**src/rtl/barrett_for_151.sv**
```systemverilog
// Fixed-modulus Barrett reducer: dout_r = din_a mod 151, registered, one-cycle latency.
// The quotient is estimated with the reciprocal 434 = floor(2^16/151) and a 16-bit shift.
// Over the full 15-bit operand range that estimate is low by at most one, so a single
// conditional subtract yields the exact residue.
module barrett_for_151 (
  input  logic        clk,
  input  logic        rst_n,
  input  logic [14:0] din_a,
  output logic [7:0]  dout_r
);

  localparam logic [15:0] MODULUS = 16'd151;

  logic [23:0] prod_a;   // din_a * 434
  logic [7:0]  quot_a;   // quotient estimate, at most 216
  logic [15:0] mult_b;   // quot_a * 151
  logic [15:0] rem_b;    // remainder estimate, always in 0..301
  logic [7:0]  res_c;    // corrected residue, 0..150

  // One conditional subtract brings a remainder in 0..2n-1 into 0..n-1.
  function automatic logic [7:0] correct_once(input logic [15:0] r);
    return 8'((r >= MODULUS) ? (r - MODULUS) : r);
  endfunction

  // Stage A: quotient estimate, 434 = 256 + 128 + 32 + 16 + 2 as a shift-add network.
  always_comb begin
    logic [23:0] x;
    x      = {9'd0, din_a};
    prod_a = (x << 8) + (x << 7) + (x << 5) + (x << 4) + (x << 1);
    quot_a = prod_a[23:16];
  end

  // Stage B: remainder estimate, 151 = 128 + 16 + 4 + 2 + 1 as a shift-add network.
  always_comb begin
    logic [15:0] y;
    y      = {8'd0, quot_a};
    mult_b = (y << 7) + (y << 4) + (y << 2) + (y << 1) + y;
    rem_b  = {1'b0, din_a} - mult_b;
  end

  // Stage C: single correction step.
  always_comb begin
    res_c = correct_once(rem_b);
  end

  // Output register; asynchronous clear discards any in-flight result.
  always_ff @(posedge clk or negedge rst_n) begin
    if (!rst_n) dout_r <= 8'd0;
    else        dout_r <= res_c;
  end

endmodule

```
**config.mk**
```make
export PLATFORM = sky130hd
export DESIGN_NAME = barrett_for_151
export DESIGN_NICKNAME = d
export VERILOG_FILES = /design/src/rtl/barrett_for_151.sv
export SDC_FILE = /design/constraint.sdc
export NUM_CORES = 1
export LEC_CHECK = 0
export ABC_AREA = 0
export BUFFER_PORTS_ARGS = -buffer_cell sky130_fd_sc_hd__buf_2
export CAP_MARGIN = 20
export CORE_MARGIN = 1.5
export CORE_UTILIZATION = 30
export CTS_CLUSTER_SIZE = 12
export DETAILED_ROUTE_END_ITERATION = 8
export PLACE_DENSITY = 0.56
export RECOVER_POWER = 25
export SETUP_SLACK_MARGIN = 0.02
export SYNTH_ARGS = -nofsm -noshare
export SYNTH_HDL_FRONTEND = slang
export SYNTH_SLANG_ARGS = --single-unit
export TNS_END_PERCENT = 1
```
**constraint.sdc**
```tcl
create_clock -name clk -period 0.8 [get_ports clk]
set_clock_uncertainty 0.05 [all_clocks]
set_input_delay 0 -clock clk [delete_from_list [all_inputs] [get_ports clk]]
set_output_delay 0 -clock clk [all_outputs]
set_load 0.05 [all_outputs]
```
==> run metrics, run 1 <==
Most common cell on crit path fa_1; P&R area growth vs syn 40.7%; Max Fclk 137 MHz; Critical Path AT around 7300 ps; Post-DRT Antenna Nets 0; Hold WC Path Type in2async; Worst Setup Path Type in2reg; Largest register FFs 8; Starting DRT DRC Count between 100 and 150; required time of the worst setup path 860 ps; Final setup viols 9; crit path from din_a[3]; I/O pin total 25; CTS tree done; max cap viols 0; Nets 743; Core Area ~13000 sq um; normalized max-slew margin around 64%; syn_area_per_cell roughly 8.6 sq um; routed len/inst ~12 microns; gp weighted congestion just over 0.8; Max Slew Vio Count 0; mapped cell area just under 4000 sq um; clock sinks 8; vias in the first global route around 3700; Die Wd 117 microns; cell count after synthesis between 400 and 500; Vias 3424; Most used DFF post-synth dfrtp_1; Via-to-Cell Ratio 4.42; critical path's largest stage delay approximately 540 ps; final hold viol count 0; DP HPWL 8350 microns; critical path capture point dout_r[1]; Tmin final approximately 7300 ps; startpoint types primary input; Die ar. between 10000 and 15000 sq um; fin worst setup slack -6480 ps; Warnings, synthesis 0; RSZ-0062 raised after global routing yes; Die Y-Extent 117 microns; slowest CP cell fa_1; root buffer cell clkbuf_16; largest net degree at the start of global routing 9; H-tree levels 1; #FFs+latches synth 8; failing checks negative setup slack; First-pass DRT Iterations 4; part of the Yosys area used for sequential elements approximately 5.2%; I/O Buffers 24; Worst-path clk slew about 40 ps; post-route insts no fill a little under 800; Post-synth EDFFs 0; biggest registers after layout dout_r (8); DR DRC count 0; antenna violations before repair 0; ANT cells 0; Yosys cell types between 40 and 50; GR Util All Layers between 10 and 15%; final wirelength ~9100 microns; gr ovfl total 0; clk buf depth 2; Tcrit/Tclk final 910%; Placed Cells roughly 760; starting density of the core between 30% and 40%; Worst-Margin Slew 530 ps; CP endpoint kind flop; CTS Buf Count 3; asr flop ratio synth between 90% and 100%; largest register by flop count dout_r; Cell Rows 41; share of cells above drive strength 1 about 32%; first-pass GRT wire length about 16000 microns; outcome finished, violations left; total nets after synthesis slightly below 600; critical path peak fanout 7
-- synthesized netlist by cell type, types with 2 or more instances --
| master | number | share of area, % |
|---|---|---|
| inv_1 | 126 | 12 |
| ha_1 | 66 | 21 |
| fa_1 | 56 | 29 |
| nand2_1 | 20 | 1.9 |
| nor2_1 | 19 | 1.8 |
| o21ai_0 | 19 | 2.5 |
| xnor2_1 | 18 | 4.1 |
| a21oi_1 | 17 | 2.2 |
| xor2_1 | 13 | 2.9 |
| a21o_1 | 12 | 2.3 |
| nor3_1 | 9 | 1.2 |
| dfrtp_1 | 8 | 5.2 |
| and2_1 | 4 | 0.65 |
| and3_1 | 4 | 0.65 |
| nand2b_1 | 4 | 0.65 |
| nor2b_1 | 4 | 0.65 |
| nor4_1 | 4 | 0.65 |
| o21a_1 | 4 | 0.77 |
| a211o_1 | 3 | 0.68 |
| clkbuf_1 | 3 | 0.29 |
| mux2i_1 | 3 | 0.77 |
| nand4_1 | 3 | 0.48 |
| o211ai_1 | 3 | 0.58 |
| o21bai_1 | 3 | 0.58 |
| or3_1 | 3 | 0.48 |
| a21boi_0 | 2 | 0.39 |
| maj3_1 | 2 | 0.52 |
| o31a_1 | 2 | 0.45 |
-- layer usage --
layer / up-vias / GRT usage [%] / part of all wire [%]
li1: 1737 / - / -
met1: 1649 / 19.0 / 47
met2: 34 / 28.5 / 51
met3: 4 / 0.986 / 1.5
met4: 0 / 1.20 / 0.42
met5: - / 0 / 0
-- worst min-delay path by stage --
stage / endpoint / slack [ps]
2_1_floorplan: dout_r[0] / -350
3_3_place_gp: dout_r[2] / -210
3_5_place_dp: dout_r[1] / -200
4_1_cts: dout_r[1] / 100
5_1_grt: dout_r[1] / 230
6_report: dout_r[1] / 160
-- what timing repair did --
item | in CTS | in global routing
hold endpoints to repair | 8 | 0
buffers inserted | 7 | 2
hold buffers | 1 | 0
cloned | 0 | 0
pin swaps | 28 | 3
resized for setup | 38 | 1
setup endpoints to repair | 16 | 16
-- placed cells by master, fill, tap and decap left out, drive strengths merged, types with 4 or more instances in the layout --
master / synthesis / routed
nand4: 4 / 4
ha: 66 / 66
o21a: 4 / 4
xor2: 13 / 13
xnor2: 18 / 18
nand2b: 4 / 4
and3: 4 / 4
nor2: 19 / 19
nor4: 4 / 4
fa: 56 / 56
or3: 4 / 4
dfrtp: 8 / 8
buf: 0 / 149
nor2b: 4 / 4
o21ai: 19 / 19
and2: 4 / 4
nand2: 20 / 20
inv: 127 / 125
a21o: 12 / 12
a21oi: 17 / 17
nor3: 9 / 9
clkbuf: 3 / 4
-- kinds of logic (layout without fill, tap and decap cells) --
group / after synthesis / count (layout) / share of synthesized area, %
muxes: 4 / 4 / 1.06
DFF: 8 / 8 / 5.16
xor gates and xnor gates: 31 / 31 / 7.00
adders and majority gates: 124 / 124 / 50.7
and+or+nand+nor: 81 / 81 / 11.0
AOI/OAI and AO/OA: 73 / 73 / 12.5
buffers and inverters: 130 / 281 / 12.6
-- stage by stage --
stage                     setup TNS [ps]  area (sq um)  hold WS, ps  setup slack [ps]  util [%]
after floorplan                   -51340          3990         -346             -6500         -
after global placement            -54420          5180         -206             -6860      41.1
after detailed placement          -55910          5180         -203             -7070      41.1
after CTS                         -51520          5440         98.7             -6510      43.1
after global routing              -55120          5460          226             -6930      43.2
final                             -51400          5460          162             -6480      43.2
-- layout make-up --
cell class / count / area (sq um)
Clock buffer: 3 / 75.1
Fill cell: 1289 / 7160
Inverter: 127 / 484
Multi-Input combinational cell: 313 / 3340
Sequential cell: 8 / 200
Tap cell: 172 / 215
Timing Repair Buffer: 151 / 1140
-- critical path: cells and delay by family --
| family | cells | cell delay (ps) |
|---|---|---|
| xor+xnor | 1 | 210 |
| compound gates | 13 | 2310 |
| mux | 1 | 330 |
| fa+ha+maj | 8 | 3610 |
| buf+inv | 9 | 730 |
| simple gates | 1 | 150 |
Power of run 1 is left out: the tool's default activity adds up to more than one toggle a clock period on the data nets, which glitch-free logic cannot reach.
==> inputs of run 2 (changes only) <==
--- a/config.mk
+++ b/config.mk
@@ -15,6 +15,7 @@
 export PLACE_DENSITY = 0.56
 export RECOVER_POWER = 25
 export SETUP_SLACK_MARGIN = 0.02
+export SLEW_MARGIN = 20
 export SYNTH_ARGS = -nofsm -noshare
 export SYNTH_HDL_FRONTEND = slang
 export SYNTH_SLANG_ARGS = --single-unit
==> constraint.sdc (replaced) <==
create_clock -name clk -period 0.8 [get_ports clk]
set_clock_uncertainty 0.05 [all_clocks]
set_input_delay 0.12 -clock clk [delete_from_list [all_inputs] [get_ports clk]]
set_output_delay 0.12 -clock clk [all_outputs]
set_load 0.05 [all_outputs]
==> run metrics, run 2 (synthesis results as in run 1) <==
outcome finished, violations left; antenna violations before repair 0; Hold WC Path Type in2async; share of cells above drive strength 1 between 30% and 40%; vias in the first global route approximately 3800; Final setup viols 16; Most common cell on crit path fa_1; Largest register FFs 8; Max Fclk 135 MHz; critical path's largest stage delay approximately 540 ps; gp weighted congestion ~0.8; Die ar. 13600 sq um; filler cell count 1248; ANT cells 0; startpoint types primary input; Vias 3436; final wirelength 9230 microns; Worst-path clk slew around 40 ps; I/O Buffers 24; DP HPWL ~8400 microns; final hold viol count 0; root buffer cell clkbuf_16; required time of the worst setup path roughly 860 ps; commonest non-fill, non-tap cells in the layout 125 x buf_4, 111 x inv_1, 59 x ha_1; Cell Rows 41; CTS tree done; routed len/inst between 10 and 15 microns; Critical Path AT around 7500 ps; Max Slew Vio Count 0; fin worst setup slack -6630 ps; critical path peak fanout 7; commonest non-fill, non-tap cell in the layout buf_4; DR DRC count 0; Tcrit/Tclk final 929%; Final Core Density 43.7%; P&R area growth vs syn 42.0%; H-tree levels 1; GR Util All Layers between 10% and 20%; slowest CP cell fa_1; biggest registers after layout dout_r (8); CP endpoint kind flop; first-pass GRT wire length 16600 microns; Post-DRT Antenna Nets 0; Nets about 740; Tmin final approximately 7400 ps; Starting DRT DRC Count between 100 and 150; normalized max-slew margin a little over three fifths; clock sinks 8; Die Y-Extent between 100 and 150 microns; clk buf depth 2; I/O pin total 25; CTS Buf Count 3; First-pass DRT Iterations 4; largest register by flop count dout_r; largest net degree at the start of global routing 9; Core Area about 13000 sq um; RSZ-0062 raised after global routing yes; Worst-Margin Slew about 560 ps; max cap viols 0; failing checks negative setup slack; Via-to-Cell Ratio about 4.4; Die Wd 117 microns; Worst Setup Path Type in2reg; gr ovfl total 0; starting density of the core 30.7%
-- run 2: final cells by class --
class | instances | area, sq um | share of cell area, %
Tap cell | 172 | 215 | 3.91
Sequential cell | 8 | 200 | 3.63
Multi-Input combinational cell | 313 | 3380 | 61.3
Inverter | 127 | 484 | 8.79
Clock buffer | 3 | 75.1 | 1.36
Timing Repair Buffer | 152 | 1160 | 21.0
-- run 2: how the worst max path moves through the flow --
| stage | startpoint | to | slack (ps) | depth (start not counted) |
|---|---|---|---|---|
| final | din_a[3] | dout_r[1] | -6630 | 33 |
| after global routing | din_a[3] | dout_r[1] | -6920 | 33 |
| after CTS | din_a[3] | dout_r[1] | -6640 | 32 |
| after detailed placement | din_a[2] | dout_r[1] | -7190 | 33 |
| after global placement | din_a[2] | dout_r[1] | -6980 | 33 |
| after floorplan | din_a[2] | dout_r[1] | -6620 | 32 |
-- run 2: metrics by stage --
step	setup TNS (ps)	std cells	area, sq um	worst slack, ps	hold WS (ps)
floorplan	-52300	451	3990	-6620	-226
global placement	-55380	761	5180	-6980	-86.4
detailed placement	-56850	761	5180	-7190	-83.9
CTS	-53560	772	5440	-6640	217
global route	-56060	775	5510	-6920	339
finish	-53400	775	5510	-6630	276
-- run 2: critical path: cells and delay by family --
family	cells	cell delay, ps
XOR/XNOR	1	180
AO/OA/AOI/OAI	13	2330
adder cells (fa/ha/maj)	8	3610
multiplexers	1	330
AND/OR/NAND/NOR	1	190
buffers and inverters	9	720
-- run 2: per-layer routing --
metal	GRT usage, %	up-vias	wire length [microns]
met5	0	-	0
met3	0.830	4	200
met1	18.8	1656	4230
li1	-	1740	-
met4	1.29	0	36
met2	29.6	36	4760
-- run 2: repair_timing --
action | in CTS | in global routing
hold endpoints to repair | 8 | 0
endpoints found under the setup margin | 16 | 16
setup buffers | 7 | 3
hold buffers | 1 | 0
resized for setup | 36 | 14
pin swaps | 28 | 9
cloned | 0 | 0
Power of run 2 is left out for the same reason.
